===== config.mk =====
export PLATFORM = sky130hd
export DESIGN_NAME = morse_scheduler
export DESIGN_NICKNAME = d
export VERILOG_FILES = /design/src/rtl/morse_pkg.sv /design/src/rtl/morse_scheduler_rr_arbiter.sv /design/src/rtl/morse_scheduler.sv
export SDC_FILE = /design/constraint.sdc
export NUM_CORES = 1
export LEC_CHECK = 0
export BUFFER_PORTS_ARGS = -buffer_cell sky130_fd_sc_hd__buf_2
export CAP_MARGIN = 10
export CORE_MARGIN = 3
export CORE_UTILIZATION = 51
export DETAILED_ROUTE_END_ITERATION = 8
export PLACE_DENSITY = 0.84
export SYNTH_ARGS = -nofsm -noshare
export SYNTH_HDL_FRONTEND = slang
export SYNTH_HIERARCHICAL = 1
export SYNTH_SLANG_ARGS = --single-unit

===== constraint.sdc =====
create_clock -name clk -period 2.41 [get_ports clk]
set_input_delay 0.6025 -clock clk [delete_from_list [all_inputs] [get_ports clk]]
set_output_delay 0.6025 -clock clk [all_outputs]
set_load 0.1 [all_outputs]

===== src/rtl/morse_pkg.sv =====
// Shared types and constants for the morse letter scheduler.
package morse_pkg;
  localparam int          LETTER_W           = 3;
  localparam int unsigned GAP_CYCLES_DEF     = 32'd75000000;
  localparam int unsigned TIMEOUT_CYCLES_DEF = 32'd500000000;

  typedef enum logic [1:0] {IDLE, SEND, RELEASE, GAP} state_t;
endpackage


===== src/rtl/morse_scheduler_rr_arbiter.sv =====
// Combinational round-robin arbiter: first valid requester after 'last', one-hot or zero.
module rr_arbiter #(
  parameter int N_REQ = 4
) (
  input  logic [N_REQ-1:0] req,
  input  logic [2:0]       last,
  output logic [N_REQ-1:0] grant
);
  logic [3:0]         sh;
  logic [2*N_REQ-1:0] dbl;
  logic [2*N_REQ-1:0] gdbl;
  logic [N_REQ-1:0]   rot;
  logic [N_REQ-1:0]   grot;

  // Rotate so bit 0 is (last+1), pick the lowest set bit, rotate back.
  always_comb begin
    sh   = {1'b0, last} + 4'd1;
    dbl  = {req, req} >> sh;
    rot  = dbl[N_REQ-1:0];
    grot = '0;
    for (int i = N_REQ-1; i >= 0; i--) begin
      if (rot[i]) begin
        grot    = '0;
        grot[i] = 1'b1;
      end
    end
    gdbl  = {{N_REQ{1'b0}}, grot} << sh;
    grant = gdbl[N_REQ-1:0] | gdbl[2*N_REQ-1:N_REQ];
  end
endmodule


===== src/rtl/morse_scheduler.sv =====
// Round-robin letter scheduler feeding a single morse engine, with done timeout and inter-letter gap.
module morse_scheduler
  import morse_pkg::*;
#(
  parameter int          N_REQ          = 4,
  parameter int unsigned GAP_CYCLES     = GAP_CYCLES_DEF,
  parameter int unsigned TIMEOUT_CYCLES = TIMEOUT_CYCLES_DEF
) (
  input  logic                      clk,
  input  logic                      resetn,
  input  logic [N_REQ-1:0]          req_valid,
  input  logic [LETTER_W*N_REQ-1:0] req_letter,
  output logic [N_REQ-1:0]          req_ready,
  output logic                      eng_start,
  output logic [LETTER_W-1:0]       eng_letter,
  input  logic                      eng_done,
  output logic                      busy,
  output logic [2:0]                owner,
  output logic                      timeout_err
);
  state_t                state, state_nxt;
  logic [31:0]           cnt;
  logic [2:0]            last_owner, owner_q, sel_idx;
  logic [LETTER_W-1:0]   letter_q, sel_letter;
  logic [N_REQ-1:0]      grant;
  logic                  xfer, to_hit, timeout_q;

  rr_arbiter #(.N_REQ(N_REQ)) u_arb (
    .req   (req_valid),
    .last  (last_owner),
    .grant (grant)
  );

  always_comb begin
    state_nxt  = state;
    xfer       = 1'b0;
    to_hit     = 1'b0;
    req_ready  = '0;
    sel_letter = '0;
    sel_idx    = '0;
    for (int i = 0; i < N_REQ; i++) begin
      if (grant[i]) begin
        sel_letter = req_letter[LETTER_W*i +: LETTER_W];
        sel_idx    = 3'(i);
      end
    end
    case (state)
      IDLE: begin
        req_ready = grant;
        xfer      = |(req_valid & grant);
        if (xfer) state_nxt = SEND;
      end
      // Done has priority over a timeout landing in the same cycle.
      SEND: begin
        if (eng_done) state_nxt = RELEASE;
        else if (cnt == TIMEOUT_CYCLES - 1) begin
          to_hit    = 1'b1;
          state_nxt = RELEASE;
        end
      end
      RELEASE: state_nxt = (GAP_CYCLES == 0) ? IDLE : GAP;
      GAP:     if (cnt == GAP_CYCLES - 1) state_nxt = IDLE;
      default: state_nxt = IDLE;
    endcase
  end

  always_ff @(posedge clk) begin
    if (!resetn) begin
      state      <= IDLE;
      cnt        <= '0;
      last_owner <= 3'(N_REQ-1);
      owner_q    <= '0;
      letter_q   <= '0;
      timeout_q  <= 1'b0;
    end else begin
      state     <= state_nxt;
      timeout_q <= to_hit;
      // Counter only runs in SEND/GAP so an idle block never wraps it.
      if (state_nxt != state || state_nxt == IDLE || state_nxt == RELEASE) cnt <= '0;
      else cnt <= cnt + 32'd1;
      if (xfer) begin
        letter_q   <= sel_letter;
        owner_q    <= sel_idx;
        last_owner <= sel_idx;
      end
    end
  end

  assign eng_start   = (state == SEND);
  assign busy        = (state != IDLE);
  assign owner       = owner_q;
  assign eng_letter  = letter_q;
  assign timeout_err = timeout_q;
endmodule


# == Word level (Yosys, flattened, before mapping) ==
# Index checks and enable logic that the tools add are counted.
# classes
eq_ne,7
add_sub_neg,2
div,0
n_reduce_logical,8
n_shift,2
order_cmp,0
muxes,19
bitwise,4
mul,0
# op_table
op,n
32-bit by 1-bit adder with 32-bit output (second input constant),1
32-bit by 27-bit equality test with 1-bit output (second input constant),1
32-bit by 29-bit equality test with 1-bit output (second input constant),1
4-bit 2-to-1 mux,5
3-bit 2-to-1 mux,6
2-bit 2-to-1 mux,4
2-bit one-hot mux with 4 select lines,1
4-bit by 4-bit << shifter with 8-bit output,1
8-bit by 4-bit right shift with 4-bit output,1
2-bit equality test (second input constant),3
3-bit by 1-bit adder with 4-bit output (second input constant),1
4-bit AND,1
2-bit zero test,2
4-bit OR,1
4-bit OR reduction,1
1-bit 2-to-1 mux,3
3-bit OR reduction,1
2-bit by 1-bit equality test with 1-bit output (second input constant),1
1-bit logical OR,2
2-bit inequality test,1
1-bit NOT,2
2-bit nonzero test,1
2-bit OR reduction,1
# totals
ramBits,0
memories,0
romBits,0
input_bits,19
wordCells,48
ff_bits,44
latch_bits,0
out_inout_bits,13

# == Longest topological paths before layout ==
# logic_depth
word_depth,16
depth_mapped,12
depth_no_buf,10

# == By module ==
# Netlist, hierarchy kept.
# modules_own_cells
module,cells_per_inst,area_per_inst_um2,seq_area_each_um2,n_inst
morse_scheduler,239,2049.5,840.8,1
rr_arbiter,47,307.8,0.0,1

# == Least setup slack after synthesis ==
# OpenSTA, ideal clock, no wires.
# synth_path
path_type,input-to-output
from,input port req_valid[1]
to,output port req_ready[3]
required_time_ps,1808
cell_stages,7
setup_slack_ps,-650
arrival_ps,2457
path_buffers,1
path_cell_list,nor2b_1 > a211o_1 > nor3_1 > a41oi_1 > o21ai_1 > clkbuf_1 > and2_1
# synth_via
elab_chain_len,8
# synth_lines
element,line,source
"start, declared",morse_scheduler.sv:11,"input logic [N_REQ-1:0] req_valid,"
8-bit by 4-bit right shift with 4-bit output (*),morse_scheduler_rr_arbiter.sv:18,"dbl = {req, req} >> sh;"
4-bit 2-to-1 mux (3 in series),morse_scheduler_rr_arbiter.sv:22,if (rot[i]) begin
4-bit 2-to-1 mux (*),morse_scheduler_rr_arbiter.sv:22,
4-bit by 4-bit << shifter with 8-bit output (*),morse_scheduler_rr_arbiter.sv:27,"gdbl = {{N_REQ{1'b0}}, grot} << sh;"
4-bit OR (*),morse_scheduler_rr_arbiter.sv:28,grant = gdbl[N_REQ-1:0] | gdbl[2*N_REQ-1:N_REQ];
net grant[3],morse_scheduler.sv:25,logic [N_REQ-1:0] grant;
4-bit 2-to-1 mux (*),morse_scheduler.sv:47,case (state)
"end, declared",morse_scheduler.sv:13,"output logic [N_REQ-1:0] req_ready,"
# Mark *: on every way through the listed nets, which the timed path passes. The rest lies on a longest branch.

# == Worst setup path in the final report ==
# layout_path
from,register last_owner[1]
to,output port req_ready[2]
# layout_via
elab_chain_len,9
# layout_lines
element,line,source
"start, declared",morse_scheduler.sv:23,"logic [2:0] last_owner, owner_q, sel_idx;"
"start signal, assigned",morse_scheduler.sv:71,last_owner <= 3'(N_REQ-1);
"start signal, assigned",morse_scheduler.sv:84,last_owner <= sel_idx;
3-bit by 1-bit adder with 4-bit output (*),morse_scheduler_rr_arbiter.sv:17,"sh = {1'b0, last} + 4'd1;"
8-bit by 4-bit right shift with 4-bit output,morse_scheduler_rr_arbiter.sv:18,
4-bit 2-to-1 mux (4 in series),morse_scheduler_rr_arbiter.sv:22,
4-bit by 4-bit << shifter with 8-bit output (*),morse_scheduler_rr_arbiter.sv:27,
4-bit OR (*),morse_scheduler_rr_arbiter.sv:28,
net grant[2],morse_scheduler.sv:25,
4-bit 2-to-1 mux (*),morse_scheduler.sv:47,
# Marked as above.

==> impl_metrics.tcl <==
set metrics [dict create \
    outcome "finished, violations left" \
    failed_checks "setup timing" \
    crit_cells 7 \
    finalHoldViolations 0 \
    syn2layout_area_growth_pct 29.2 \
    end_kind "primary output" \
    drv_cap 0 \
    cts.htree.levels 2 \
    cts_sinks 42 \
    crit_family "compound AO/OA/AOI/OAI gates" \
    slew_viol_final 0 \
    cts_buffers 5 \
    power.leakage_nw 1.17 \
    vdd_drop_max_mv 0.973 \
    ys_warn_count 6 \
    insertedDiodeCount 0 \
    setup_viol 4 \
    ys_seq_area_share_pct 35.7 \
    fmax_ghz 0.396 \
    clock_path_buffers 2 \
    grt_overflow 0 \
    worst-endpoint-required_ps 1810 \
    antenna_found_initial 0 \
    root_buffer "clkbuf_8" \
    path_max_fanout 6 \
    grt_pass1_wl_mm 9.28 \
    via_per_inst 5.57 \
    slowest_delay_ps 380 \
    place_congestion 0.896 \
    yosysTopAreaCell "dfxtp_1" \
    vias 2240 \
    yosysTopAreaCellShare_pct 35.7 \
    dpl.hpwl_mm 3.98 \
    clk-insertion-delay-late_ps 300 \
    drt_iter0_markers 100 \
    period_needed_ps 2520 \
    setup_ws_ps -113 \
    path_class "reg2out" \
    ctsHoldBuffers 0 \
    port_buffers 30 \
    p_per_area_nw_per_um2 1250 \
    drtAntennaViolNets 0 \
    path_buf_inv 2 \
    ys_types 53 \
    fp.dieW_um 74.0 \
    wl_mm 5.66 \
    fin_crit_sh_pct 105 \
    synth_area_leaders "dfxtp_1 36%, nor2_1 7.5%, xor2_1 6.7%" \
    die_area_um2 5470 \
    synth-edff-count 0 \
    grt_usage_pct 21.8 \
    synthFlopType "dfxtp_1" \
    grt_max_degree 26 \
    core_area_um2 4410 \
    chipHeight_um 74.0 \
    syn_avg_cell_area_um2 8.24 \
    fin_cells 402 \
    ios 32 \
    ys_async_sr_fraction_pct 0 \
    start_util_pct 53.4 \
    tritoncts "built" \
    rows 24 \
    hold_depth 1 \
    worstPathArrival_ps 1920 \
    clk_pin_slew_worst_paths_ps 80 \
    fin_nets 370 \
    hp-class "reg2reg" \
    total_power_mw 3.81 \
    wl_per_cell_um 14.1 \
    reg2reg_depth 13 \
    holdWs_ps 483 \
    crit_path_start_kind "register" \
    layout-drive-gt1-share_pct 29.4 \
    route.detailed.drc 0 \
    ys_ff_latch 42 \
    drt_first_pass_iters 5 \
    rsz0062_at_grt "yes" \
    syn_inst 286 \
    path_cells "buf_6 -> a211o_4 -> a22oi_2 -> nor2_1 -> a21oi_2 -> and2_4 -> buf_12" \
    dp_cells 387 \
    critPathSlowestCell "dfxtp_4" \
    grt_pass1_vias 2099 \
    synth_area_um2 2360 \
    clock-skew-final_ps 3.77 \
]
[Yosys cell counts (all sizes together) (2+ instances only)]
cell type	number
and4	4
nand3	15
a22oi	4
a211o	2
o21ai	12
buf	6
a21oi	13
nand4	12
o211ai	3
nand2b	3
xor2	18
nand2	12
xnor2	12
a221oi	3
a31oi	2
clkbuf	5
dfxtp	42
or4b	2
nor4	4
ha	2
and2	5
and3	7
inv	8
nor2	47
nor2b	12
nor3	10
nor3b	3
[worst reg2reg max path: stages, from the launching register on]
cell      delay, ps
dfxtp_4         410
buf_6           140
nor2b_4          50
a21o_1          190
buf_4           150
a32oi_2         230
o21ai_2         100
buf_4           140
buf_4           120
nor2b_1         130
a221oi_1        260
nor3_1           70
a21oi_1         130
a21oi_1          80
[layout make-up]
cell class                 instances  area, um2
multi-input combinational        230       1530
fill                             346       1370
sequential                        42        846
timing repair buffer              62        468
clock buffer                       7       76.3
tap                               52       65.1
clock inverter                     1       30.0
inverter                           8       30.0
[state kept, by name, indices dropped and copies added (netlist names)]
name and flops:
state 2, timeout_err 1, eng_letter 3, owner 2
cnt 32, last_owner 2
[through the flow]
| step | worst slack, ps | cell area [um2] | setup TNS, ps | util, % |
|---|---|---|---|---|
| 4_1_cts | -122 | 2980 | -431 | 67.5 |
| 2_1_floorplan | -66.5 | 2410 | -91.5 | - |
| 6_report | -113 | 3050 | -392 | 69.0 |
| 3_5_place_dp | -207 | 2800 | -1090 | 63.4 |
| 3_3_place_gp | -146 | 2800 | -684 | 63.4 |
| 5_1_grt | -168 | 3050 | -666 | 69.0 |
[path summary, 6_finish.rpt]
check        slack [ps]                       start                    endpoint
max reg2reg         120  last_owner[1]$_SDFFE_PN1P_  eng_letter[0]$_SDFFE_PN0P_
min                 480           cnt[0]$_SDFF_PP0_           cnt[0]$_SDFF_PP0_
max                -110  last_owner[1]$_SDFFE_PN1P_                req_ready[2]
min reg2reg         480           cnt[0]$_SDFF_PP0_           cnt[0]$_SDFF_PP0_
[where the power goes]
group	total [mW]	leakage, nW	internal [mW]	switching [mW]
Clock	0.548	0.0524	0.310	0.238
Combinational	2.42	0.774	0.950	1.47
Sequential	0.837	0.340	0.759	0.0772
[cell usage in the layout (no fill, tap or decap), drive strengths merged, types with 5 or more instances in the layout]
cell type,netlist,routed
a21oi,13,13
and2,5,5
and3,7,7
buf,6,62
clkbuf,5,7
conb,1,6
dfxtp,42,42
inv,8,8
nand2,12,12
nand3,15,15
nand4,12,12
nor2,47,47
nor2b,12,12
nor3,10,10
o21ai,12,12
xnor2,12,12
xor2,18,18
[kinds of logic after synthesis]
family / synth area share [%]
mux: 0.902
compound gates: 12.4
other cells: 0.159
buf+inv: 4.62
flops: 35.7
fa+ha+maj: 1.06
xor+xnor: 11.1
simple gates: 34.0
[routing by layer]
metal | vias to the layer above | wire, um | GRT usage [%]
li1 | 1135 | - | -
met1 | 1024 | 2400 | 25.5
met2 | 69 | 2780 | 37.7
met3 | 12 | 351 | 5.41
met4 | 0 | 125 | 9.86
met5 | - | 0 | 0
[timing repair]
| action | CTS | global route |
|---|---|---|
| setup endpoints to repair | 4 | 10 |
| resized for setup | 17 | 11 |
| buffers inserted | 6 | 2 |
| pin swaps | 4 | 9 |
Power figures use the tool's default switching activity.
